[src/rtl/fft8_sequencer.sv]
// fft8_sequencer: handshake, stage select, twiddle and output framing control for an
// 8-point radix-2 SDF FFT pipeline. Define FFT_SEQ_BITREV_EN for bit-reversed out_idx.
module fft8_sequencer #(
  parameter int N   = 8,
  parameter int LAT = 8,
  parameter int CW  = 16
) (
  input  logic          clk,
  input  logic          clear,
  input  logic          in_valid,
  input  logic [N-1:0]  in_data,
  output logic          in_ready,
  output logic [N-1:0]  pipe_data,
  output logic          pipe_en,
  output logic [2:0]    sel,
  output logic [N-1:0]  tw1,
  output logic [N-1:0]  tw2,
  output logic          out_valid,
  output logic [2:0]    out_idx,
  output logic          out_sof,
  output logic          out_eof,
  output logic          busy,
  output logic [CW-1:0] frame_cnt
);

  typedef enum logic [1:0] {IDLE, RUN, FLUSH} state_t;

  localparam logic [N-1:0] TW_ONE  = N'(64);
  localparam logic [N-1:0] TW_R2   = N'(45);
  localparam logic [N-1:0] TW_NR2  = N'(-45);

  state_t              state_q, state_d;
  logic [2:0]          sel_q, sel_d;
  logic [LAT-1:0]      tag_vld_q, tag_vld_d;
  logic [LAT-1:0][2:0] tag_sel_q, tag_sel_d;
  logic [CW-1:0]       frame_cnt_q, frame_cnt_d;

  logic       accept, boundary, flush_cyc;
  logic       in_flight, more_in_flight;
  logic [2:0] tag_out;

  always_comb begin
    in_flight      = |tag_vld_q;
    more_in_flight = |tag_vld_q[LAT-2:0];

    in_ready  = (state_q != FLUSH);
    accept    = in_valid & in_ready;
    boundary  = (state_q == RUN) & ~in_valid & (sel_q == 3'd0);
    // The frame-boundary cycle already pushes the first flush zero so output bins stay contiguous.
    flush_cyc = (state_q == FLUSH) | (boundary & in_flight);
    pipe_en   = accept | flush_cyc;
    pipe_data = flush_cyc ? '0 : in_data;

    tag_out   = tag_sel_q[LAT-1];
    out_valid = pipe_en & tag_vld_q[LAT-1];
    out_sof   = out_valid & (tag_out == 3'd0);
    out_eof   = out_valid & (tag_out == 3'd7);
`ifdef FFT_SEQ_BITREV_EN
    out_idx   = out_valid ? {tag_out[0], tag_out[1], tag_out[2]} : '0;
`else
    out_idx   = out_valid ? tag_out : '0;
`endif

    sel_d     = pipe_en ? sel_q + 3'd1 : sel_q;
    tag_vld_d = tag_vld_q;
    tag_sel_d = tag_sel_q;
    if (pipe_en) begin
      tag_vld_d = {tag_vld_q[LAT-2:0], accept};
      tag_sel_d = {tag_sel_q[LAT-2:0], sel_q};
    end
    frame_cnt_d = frame_cnt_q + CW'(out_eof);

    state_d = state_q;
    unique case (state_q)
      IDLE:    if (accept) state_d = RUN;
      RUN:     if (boundary) state_d = more_in_flight ? FLUSH : IDLE;
      FLUSH:   if (!more_in_flight) state_d = IDLE;
      default: state_d = IDLE;
    endcase
  end

  always_comb begin
    unique case (sel_q[1:0])
      2'd0:    tw1 = TW_ONE;
      2'd1:    tw1 = TW_R2;
      2'd2:    tw1 = '0;
      default: tw1 = TW_NR2;
    endcase
    tw2 = sel_q[0] ? '0 : TW_ONE;
  end

  always_ff @(posedge clk) begin
    if (!clear) begin
      state_q     <= IDLE;
      sel_q       <= '0;
      tag_vld_q   <= '0;
      tag_sel_q   <= '0;
      frame_cnt_q <= '0;
    end else begin
      state_q     <= state_d;
      sel_q       <= sel_d;
      tag_vld_q   <= tag_vld_d;
      tag_sel_q   <= tag_sel_d;
      frame_cnt_q <= frame_cnt_d;
    end
  end

  assign sel       = sel_q;
  assign busy      = (state_q != IDLE);
  assign frame_cnt = frame_cnt_q;

endmodule
[config.mk]
export PLATFORM = sky130hd
export DESIGN_NAME = fft8_sequencer
export DESIGN_NICKNAME = d
export VERILOG_FILES = /design/src/rtl/fft8_sequencer.sv
export SDC_FILE = /design/constraint.sdc
export NUM_CORES = 1
export LEC_CHECK = 0
export ABC_AREA = 1
export CAP_MARGIN = 10
export CORE_ASPECT_RATIO = 0.9
export CORE_MARGIN = 5
export CORE_UTILIZATION = 52
export DETAILED_ROUTE_END_ITERATION = 7
export PLACE_DENSITY = 0.84
export SLEW_MARGIN = 20
export SYNTH_ARGS = -nofsm -noshare
export SYNTH_HDL_FRONTEND = slang
export SYNTH_SLANG_ARGS = --single-unit
[constraint.sdc]
create_clock -name clk -period 5.33 [get_ports clk]
set_input_delay 1.599 -clock clk [delete_from_list [all_inputs] [get_ports clk]]
set_output_delay 1.599 -clock clk [all_outputs]
set_load 0.02 [all_outputs]
==> summary.md, run 1 <==
| Metric | Value |
|---|---|
| Ranking of synthesized cells by area | dfxtp_1 (43%), nand2_1 (11%), nor2_1 (7.1%) |
| CTS Hold Bufs | 0 |
| Share of cells above drive strength 1 | 5.88% |
| Clock slew at reported path FFs | 0.09 ns |
| Non-Filler Instances | 453 |
| Uppermost routed layer | met4 |
| DR WL/cell | 12.0 microns |
| Max_cap viols | 0 |
| Crit path max fanout | 8 |
| Final hold vios | 0 |
| Filler cells | 408 |
| Die ar. | 6250 sq um |
| ANT cells | 0 |
| H-tree depth | 2 |
| Die Y | 75.5 microns |
| RSZ-0062 raised after global routing | false |
| TritonCTS Sinks | 53 |
| Drc violations | 0 |
| Final setup fails | 0 |
| Core area | 4550 sq um |
| Clk buf depth | 2 |
| Peak VDD IR | 206 uV |
| Nets | 406 |
| Std cell rows | 23 |
| DRT iter0 DRCs | 143 |
| Yosys cell types | 32 |
| Total global routing track utilization | 17.7% |
| Most common cell after layout, fill and taps aside | nand2_1 |
| Hold path start | tag_sel_q[18] |
| Setup TNS | 0 ns |
| Clock skew | 0.00541 ns |
| Cell area after layout | 3100 sq um |
| Most frequent cells in the layout | nand2_1 (71), dfxtp_1 (53), clkdlybuf4s50_1 (53), nor2_1 (47), inv_1 (41) |
| Synthesized instance count | 345 |
| R2R Path Start | sel[0] |
| Initial antenna violation count | 0 |
| CTS tree | yes |
| Leading area contributor after synthesis | dfxtp_1 |
| Total gr overflow | 0 |
| Fmax achieved | 0.193 GHz |
| Nature of the critical path endpoint | primary output |
| Clock Root Buffer | clkbuf_8 |
| Vias in the first global route | 2047 |
| CP Launch Type | input pin |
| M1 WL | 2.60 mm |
| Synth-to-layout area growth | 25.0% |
| Max_slew headroom | 39.2% |
| Buffers on Ports | 55 |
| Status | finished clean |
| Worst setup startpoint | in_valid |
| Detailed Route WL | 5.42 mm |
| Period utilization | 97.1% |
| DR vias/cell | 5.00 |
| Worst min path class | reg -> reg |
| Total power | 0.000862 W |
| TritonCTS buffer count | 5 |
| CP required | 3.73 ns |
| First-pass GRT wire length | 9.23 mm |
| Clock Latency Late Sink | 0.30 ns |
| Gp weighted congestion | 0.855 |
| Synth warnings | 0 |
| Register area share after synthesis | 42.8% |
| Share of the synthesized area in the top cell type | 42.8% |
| Placed cell count | 445 |
| Slew Limit Fails | 0 |
| Multi-input gate area | 1090 sq um |
| Post-Syn Area per Cell | 7.19 sq um |
| Synthesized area | 2480 sq um |
| Die W | 82.8 microns |
| Crit path DAT | 3.58 ns |
| Fin crit period | 5.17 ns |
| Num ports | 63 |
| Initial Util | 54.6% |
| Largest net degree at the start of global routing | 45 |
| DP HPWL | 3.88 mm |
| ANT nets after route | 0 |
| Met3 WL | 395 microns |
| DR WL met2 | 2.37 mm |
| Seq cells post-synth | 53 |
| Seq. cell area | 1060 sq um |
| Vias | 2264 |
| CP Class | in -> out |
| Initial DRT Pass Iterations | 6 |
| Power Dens Cells | 278 nW/um^2 |
| Worst Tran Pin Value | 0.910 ns |
| Dpl cell area | 2980 sq um |
| Leakage power | 1.35 nW |
## layout make-up
type | count | area share [%]
multi-input combinational | 225 | 35.2
sequential | 53 | 34.2
timing repair buffer | 58 | 18.6
inverter | 47 | 5.69
clock buffer | 7 | 2.78
tap | 62 | 2.50
clock inverter | 1 | 0.969
## what timing repair did
action / in CTS / in global routing
setup endpoints to repair: 0 / 2
gates resized for setup: 0 / 2
buffers inserted: 0 / 0
## state kept, by name, summed over array words and instances, names as in the netlist
name	flops
frame_cnt	16
tag_out	3
state_q	2
tag_sel_q	21
tag_vld_q	8
sel	3
## worst max-delay path, stage by stage
cell and delay, ns:
clkdlybuf4s50_1 0.47, inv_2 0.15, nand3_2 0.11, nor2_2 0.16, nand2_4 0.11, nand3_4 0.08
nand2_1 0.14, nor2_1 0.13, clkdlybuf4s50_1 0.61
## power breakdown
| group | total, W | internal, W | switching [W] |
|---|---|---|---|
| registers | 0.000419 | 0.000410 | 0.00000916 |
| logic | 0.000167 | 0.0000648 | 0.000102 |
| clock network | 0.000276 | 0.000153 | 0.000123 |
| total | 0.000862 | 0.000628 | 0.000234 |
## cells by family after synthesis
logic type / synth area share, %
buf+inv: 14.2
xor+xnor: 0.353
fa+ha+maj: 2.52
compound gates: 9.93
flops: 42.8
other cells: 0.151
simple gates: 30.1
## final timing paths
kind,cells past startpoint,slack [ns],endpoint
hold reg to reg,2,0.46,tag_out[0]
setup / recovery,9,0.16,out_idx[2]
hold / removal,2,0.46,tag_out[0]
setup reg to reg,18,2.39,frame_cnt[10]
## per-stage QoR
stage | utilization [%] | hold WS, ns | setup slack (ns)
2_1_floorplan | - | 0.439 | 1.13
3_3_place_gp | 65.5 | 0.445 | 0.227
3_5_place_dp | 65.5 | 0.454 | 0.137
4_1_cts | 68.1 | 0.467 | 0.0938
5_1_grt | 68.2 | 0.487 | 0.0208
6_report | 68.2 | 0.464 | 0.156
## cells in the mapped netlist, drive strengths merged
master	count
a21oi	33
o2111ai	1
buf	21
dfxtp	53
o21ai	9
nor2	49
nand4	24
o21bai	1
or3	1
conb	1
inv	47
ha	5
a22oi	1
clkbuf	5
xor2	1
nor3	5
or2	1
nand3	11
a31oi	2
nand3b	1
nor3b	1
nand2	72
## per-layer routing
metal | vias up | global-route usage (%)
met5 | - | 0
met4 | 0 | 4.90
met3 | 6 | 5.62
met2 | 68 | 30.3
met1 | 1012 | 21.8
li1 | 1178 | -
No activity file was read; power rests on OpenSTA's default activity.
==> inputs of run 2 (changes only) <==
--- a/config.mk
+++ b/config.mk
@@ -11,8 +11,8 @@
 export CORE_MARGIN = 5
 export CORE_UTILIZATION = 52
 export DETAILED_ROUTE_END_ITERATION = 7
+export GPL_TIMING_DRIVEN = 0
 export PLACE_DENSITY = 0.84
-export SLEW_MARGIN = 20
 export SYNTH_ARGS = -nofsm -noshare
 export SYNTH_HDL_FRONTEND = slang
 export SYNTH_SLANG_ARGS = --single-unit
==> summary.md, run 2 (synthesis gave the netlist of run 1 again) <==
| Metric | Value |
|---|---|
| Synth-to-layout area growth | 30.1% (was 25.0%) |
| Buffers on Ports | 54 (was 55) |
| Max reg flops | 21 (unchanged) |
| ANT nets after route | 0 (unchanged) |
| CP required | 3.73 ns (about the same) |
| Nets | 428 (was 406) |
| Initial Util | 54.6% (unchanged) |
| Final hold vios | 0 (unchanged) |
| Clock Latency Late Sink | 0.30 ns (about the same) |
| Vias in the first global route | 2183 (was 2047) |
| TritonCTS Sinks | 53 (unchanged) |
| Worst min path class | reg -> reg (unchanged) |
| Num ports | 63 (unchanged) |
| Final setup fails | 0 (unchanged) |
| CTS Hold Bufs | 0 (unchanged) |
| Gp weighted congestion | 0.807 (was 0.855) |
| Seq. cell area | 1060 sq um (unchanged) |
| Dpl cell area | 3120 sq um (was 2980 sq um) |
| Total global routing track utilization | 18.6% (was 17.7%) |
| H-tree depth | 2 (unchanged) |
| Core area | 4550 sq um (unchanged) |
| Most frequent cells in the layout | nand2_1 (70), dfxtp_1 (53), clkdlybuf4s50_1 (50), nor2_1 (47), inv_1 (41) (was nand2_1 (71), dfxtp_1 (53), clkdlybuf4s50_1 (53), nor2_1 (47), inv_1 (41)) |
| Total gr overflow | 0 (unchanged) |
| Leakage power | 1.46 nW (was 1.35 nW) |
| Worst path slowest cell | clkdlybuf4s50_1 (unchanged) |
| Fin crit period | 5.19 ns (was 5.17 ns) |
| Clk buf depth | 2 (unchanged) |
| First-pass GRT wire length | 9.65 mm (was 9.23 mm) |
| CTS tree | yes (unchanged) |
| Largest net degree at the start of global routing | 17 (was 45) |
| Vias | 2346 (was 2264) |
| RSZ-0062 raised after global routing | false (unchanged) |
| Initial antenna violation count | 0 (unchanged) |
| Die Y | 75.5 microns (unchanged) |
| Nature of the critical path endpoint | primary output (unchanged) |
| Critical path, cell by cell | clkdlybuf4s50_1 -> inv_2 -> nand3_2 -> nor2_2 -> nand2_4 -> nand3_4 -> nand2_2 -> nor2_1 -> clkdlybuf4s50_1 (was clkdlybuf4s50_1 -> inv_2 -> nand3_2 -> nor2_2 -> nand2_4 -> nand3_4 -> nand2_1 -> nor2_1 -> clkdlybuf4s50_1) |
| Std cell rows | 23 (unchanged) |
| Initial DRT Pass Iterations | 4 (was 6) |
| Fmax achieved | 0.193 GHz (about the same) |
| Share of cells above drive strength 1 | 10.2% (was 5.88%) |
| Crit path max fanout | 10 (was 8) |
| Filler cells | 412 (was 408) |
| Min Hold Slack | 0.465 ns (was 0.464 ns) |
| Max_cap viols | 0 (unchanged) |
| CP most frequent cell | clkdlybuf4s50_1 (unchanged) |
| TritonCTS buffer count | 5 (unchanged) |
| DR vias/cell | 4.94 (was 5.00) |
| Largest Register | tag_sel_q (unchanged) |
| Peak VDD IR | 188 uV (was 206 uV) |
| Die W | 82.8 microns (unchanged) |
| Period utilization | 97.4% (was 97.1%) |
| Drc violations | 0 (unchanged) |
| ANT cells | 0 (unchanged) |
| DR WL/cell | 11.8 microns (was 12.0 microns) |
| DRT iter0 DRCs | 110 (was 143) |
| Clock skew | 0.00423 ns (was 0.00541 ns) |
| CP Launch Type | input pin (unchanged) |
| Power Dens Cells | 260 nW/um^2 (was 278 nW/um^2) |
| Total power | 0.000840 W (was 0.000862 W) |
| Most common cell after layout, fill and taps aside | nand2_1 (unchanged) |
| Status | finished clean (unchanged) |
| Die ar. | 6250 sq um (unchanged) |
| DP HPWL | 4.12 mm (was 3.88 mm) |
| Clock slew at reported path FFs | 0.09 ns (about the same) |
| Detailed Route WL | 5.61 mm (was 5.42 mm) |
| Max stage delay on crit path | 0.60 ns (was 0.61 ns) |
| Cell area after layout | 3230 sq um (was 3100 sq um) |
| Slew Limit Fails | 0 (unchanged) |
| Crit path DAT | 3.59 ns (was 3.58 ns) |
| CP Class | in -> out (unchanged) |
| Multi-input gate area | 1090 sq um (about the same) |
| Clock Root Buffer | clkbuf_8 (unchanged) |
==> run 2: stage by stage <==
stage	cells	TNS [ns]	util (%)	worst slack, ns
detailed placement	467	-0.152	68.7	-0.152
CTS	475	0	70.7	0.0258
global route	475	0	71.0	0.0238
floorplan	351	0	-	1.13
finish	475	0	71.0	0.137
global placement	467	-0.146	68.7	-0.146
==> run 2: area by class of cell <==
| class | count | area share [%] |
|---|---|---|
| plain buffers | 26 | 5.43 |
| clock buffers | 6 | 2.56 |
| clock inverters | 2 | 0.427 |
| inverters | 47 | 5.47 |
| multi-input cells | 225 | 33.9 |
| flip-flops and latches | 53 | 32.9 |
| well taps | 62 | 2.40 |
| repair buffers | 54 | 16.9 |
==> run 2: report_power, final <==
part | switching, W | internal [W]
clock | 0.000131 | 0.000106
combinational | 0.000106 | 0.0000774
sequential | 0.00000951 | 0.000410
==> run 2: routing by layer <==
metal	vias to the layer above	wire, microns	track usage (%)
met5	-	0	0
met3	6	345	4.32
met4	0	67	6.72
li1	1221	-	-
met1	1043	2670	23.5
met2	76	2530	31.8
==> run 2: worst paths after layout <==
kind	start	endpoint	slack [ns]	depth (start not counted)
worst min register to register	tag_sel_q[13]	tag_sel_q[16]	0.46	2
worst max-delay path	in_valid	out_idx[0]	0.14	9
worst max register to register	sel[1]	frame_cnt[10]	2.39	17
worst min-delay path	tag_sel_q[13]	tag_sel_q[16]	0.46	2
==> run 2: worst max-delay path, delay by kind of cell <==
| kind | cells | cell delay [ns] |
|---|---|---|
| buffers and inverters | 3 | 1.23 |
| and+or+nand+nor | 6 | 0.75 |
==> run 2: what timing repair did <==
| item | CTS | global route |
|---|---|---|
| pin swaps | 0 | 0 |
| cloned | 0 | 0 |
| resized for setup | 1 | 4 |
| endpoints found under the setup margin | 1 | 5 |
| setup buffers | 0 | 0 |
==> inputs of run 3 (changes only) <==
--- a/config.mk
+++ b/config.mk
@@ -7,12 +7,15 @@
 export LEC_CHECK = 0
 export ABC_AREA = 1
 export CAP_MARGIN = 10
+export CELL_PAD_IN_SITES_DETAIL_PLACEMENT = 0
+export CELL_PAD_IN_SITES_GLOBAL_PLACEMENT = 1
 export CORE_ASPECT_RATIO = 0.9
 export CORE_MARGIN = 5
-export CORE_UTILIZATION = 52
+export CORE_UTILIZATION = 37
 export DETAILED_ROUTE_END_ITERATION = 7
 export GPL_TIMING_DRIVEN = 0
-export PLACE_DENSITY = 0.84
+export PLACE_DENSITY_LB_ADDON = 0.1
+export RECOVER_POWER = 50
 export SYNTH_ARGS = -nofsm -noshare
 export SYNTH_HDL_FRONTEND = slang
 export SYNTH_SLANG_ARGS = --single-unit
==> summary.md, run 3 (synthesis gave the netlist of run 1 again) <==
| Metric | Value |
|---|---|
| CTS tree | yes (unchanged) |
| Period utilization | 96.5% (was 97.4%) |
| CP Launch Type | input pin (unchanged) |
| Top Usage Layer GRT | met2 (unchanged) |
| Initial Util | 37.9% (was 54.6%) |
| Share of cells above drive strength 1 | 9.20% (was 10.2%) |
| Drc violations | 0 (unchanged) |
| Nature of the critical path endpoint | primary output (unchanged) |
| Core area | 6550 sq um (was 4550 sq um) |
| Clock Root Buffer | clkbuf_8 (unchanged) |
| Std cell rows | 28 (was 23) |
| Total power | 0.000874 W (was 0.000840 W) |
| Cell area after layout | 3250 sq um (was 3230 sq um) |
| Most frequent cells in the layout | nand2_1 (70), dfxtp_1 (53), nor2_1 (47), inv_1 (41), clkdlybuf4s50_1 (35) (was nand2_1 (70), dfxtp_1 (53), clkdlybuf4s50_1 (50), nor2_1 (47), inv_1 (41)) |
| Vias | 2334 (was 2346) |
| Slew Limit Fails | 0 (unchanged) |
| Gp weighted congestion | 0.784 (was 0.807) |
| Total gr overflow | 0 (unchanged) |
| Largest net degree at the start of global routing | 18 (was 17) |
| ANT nets after route | 0 (unchanged) |
| DRT iter0 DRCs | 74 (was 110) |
| Initial DRT Pass Iterations | 4 (unchanged) |
| Crit path max fanout | 10 (unchanged) |
| Largest Register | tag_sel_q (unchanged) |
| Met2 Use GR | 23.0% (was 31.8%) |
| Worst setup margin | 0.187 ns (was 0.137 ns) |
| Num ports | 63 (unchanged) |
| Reg-to-Reg End | frame_cnt[12] (was frame_cnt[10]) |
| Die W | 96.3 microns (was 82.8 microns) |
| Final hold vios | 0 (unchanged) |
| Peak VDD IR | 112 uV (was 188 uV) |
| Buffers on Ports | 54 (unchanged) |
| DP HPWL | 4.22 mm (was 4.12 mm) |
| Clk buf depth | 2 (unchanged) |
| Register-to-register setup slack | 2.38 ns (was 2.39 ns) |
| Most common cell after layout, fill and taps aside | nand2_1 (unchanged) |
| Nets | 428 (unchanged) |
| Setup TNS | 0 ns (unchanged) |
| Crit path DAT | 3.54 ns (was 3.59 ns) |
| Die ar. | 8450 sq um (was 6250 sq um) |
| Leakage power | 1.50 nW (was 1.46 nW) |
| TritonCTS buffer count | 5 (unchanged) |
| Final setup fails | 0 (unchanged) |
| Worst setup startpoint | in_valid (unchanged) |
| R2R Path Start | sel[0] (was sel[1]) |
| Reg2reg path depth | 17 (unchanged) |
| DR WL/cell | 11.5 microns (was 11.8 microns) |
| Clock Latency Late Sink | 0.31 ns (was 0.30 ns) |
| DR vias/cell | 4.64 (was 4.94) |
| Max reg flops | 21 (unchanged) |
| Total global routing track utilization | 14.3% (was 18.6%) |
| RSZ-0062 raised after global routing | false (unchanged) |
| H-tree depth | 2 (unchanged) |
| First-pass GRT wire length | 9.65 mm (unchanged) |
| CP required | 3.73 ns (about the same) |
| Worst min path class | reg -> reg (unchanged) |
| Synth-to-layout area growth | 31.2% (was 30.1%) |
| Max_cap viols | 0 (unchanged) |
| CTS Hold Bufs | 0 (unchanged) |
| Clock skew | 0.0104 ns (was 0.00423 ns) |
| Die Y | 87.7 microns (was 75.5 microns) |
| Post-Place Worst Slack | -0.154 ns (was -0.152 ns) |
| TritonCTS Sinks | 53 (unchanged) |
| Clock slew at reported path FFs | 0.09 ns (about the same) |
| ANT cells | 0 (unchanged) |
| Filler cells | 674 (was 412) |
| Vias in the first global route | 2114 (was 2183) |
| GR Util met1 | 18.5% (was 23.5%) |
| Fin crit period | 5.14 ns (was 5.19 ns) |
| CP Class | in -> out (unchanged) |
| Min Hold Slack | 0.464 ns (was 0.465 ns) |
| Fmax achieved | 0.194 GHz (was 0.193 GHz) |
| Power Dens Cells | 269 nW/um^2 (was 260 nW/um^2) |
| Detailed Route WL | 5.78 mm (was 5.61 mm) |
| Status | finished clean (unchanged) |
| WHS Path Cells | 2 (unchanged) |
| Crit path capture | out_idx[2] (was out_idx[0]) |
| Dpl cell area | 3160 sq um (was 3120 sq um) |
| GR Util met3 | 3.87% (was 4.32%) |
| Initial antenna violation count | 0 (unchanged) |
run 3: final cells by class:
type / instances / area, sq um / area share (%)
timing repair buffer: 54 / 547 / 16.8
inverter: 47 / 176 / 5.42
clock inverter: 3 / 43.8 / 1.35
multi-input combinational: 225 / 1090 / 33.6
sequential: 53 / 1060 / 32.6
tap: 90 / 113 / 3.46
buffer: 26 / 151 / 4.65
clock buffer: 5 / 68.8 / 2.11
run 3: critical path, cell delays in order:
cell and delay (ns):
clkdlybuf4s50_1 0.47, inv_2 0.15, nand3_2 0.12, nor2_2 0.14, nand2_4 0.11, nand3_4 0.13, nand2_2 0.12, nor2_1 0.10
clkdlybuf4s50_1 0.61
run 3: worst min-delay path by stage:
stage,start,endpoint
after floorplan,tag_sel_q[0],tag_sel_q[3]
after global placement,tag_sel_q[17],tag_sel_q[20]
after detailed placement,tag_sel_q[17],tag_sel_q[20]
after CTS,tag_sel_q[9],tag_sel_q[12]
after global routing,tag_sel_q[9],tag_sel_q[12]
final,tag_sel_q[10],tag_sel_q[13]
run 3: power breakdown:
| part | internal [W] | total [W] | switching (W) |
|---|---|---|---|
| logic | 0.0000736 | 0.000179 | 0.000105 |
| clock network | 0.000141 | 0.000277 | 0.000136 |
| registers | 0.000410 | 0.000419 | 0.00000903 |
run 3: stage by stage:
stage	std cells	util (%)
floorplan	351	-
global placement	495	48.2
detailed placement	495	48.2
CTS	503	49.9
global route	503	49.7
finish	503	49.7
run 3: per-layer routing:
metal	up-vias	share of wire, %
li1	1225	-
met1	1021	48
met2	80	42
met3	8	8.5
met4	0	1.7
met5	-	0
run 3: what timing repair did:
action	CTS	global route
endpoints found under the setup margin	1	6
buffers inserted	0	0
gates resized for setup	1	4
hold endpoints to repair	0	0
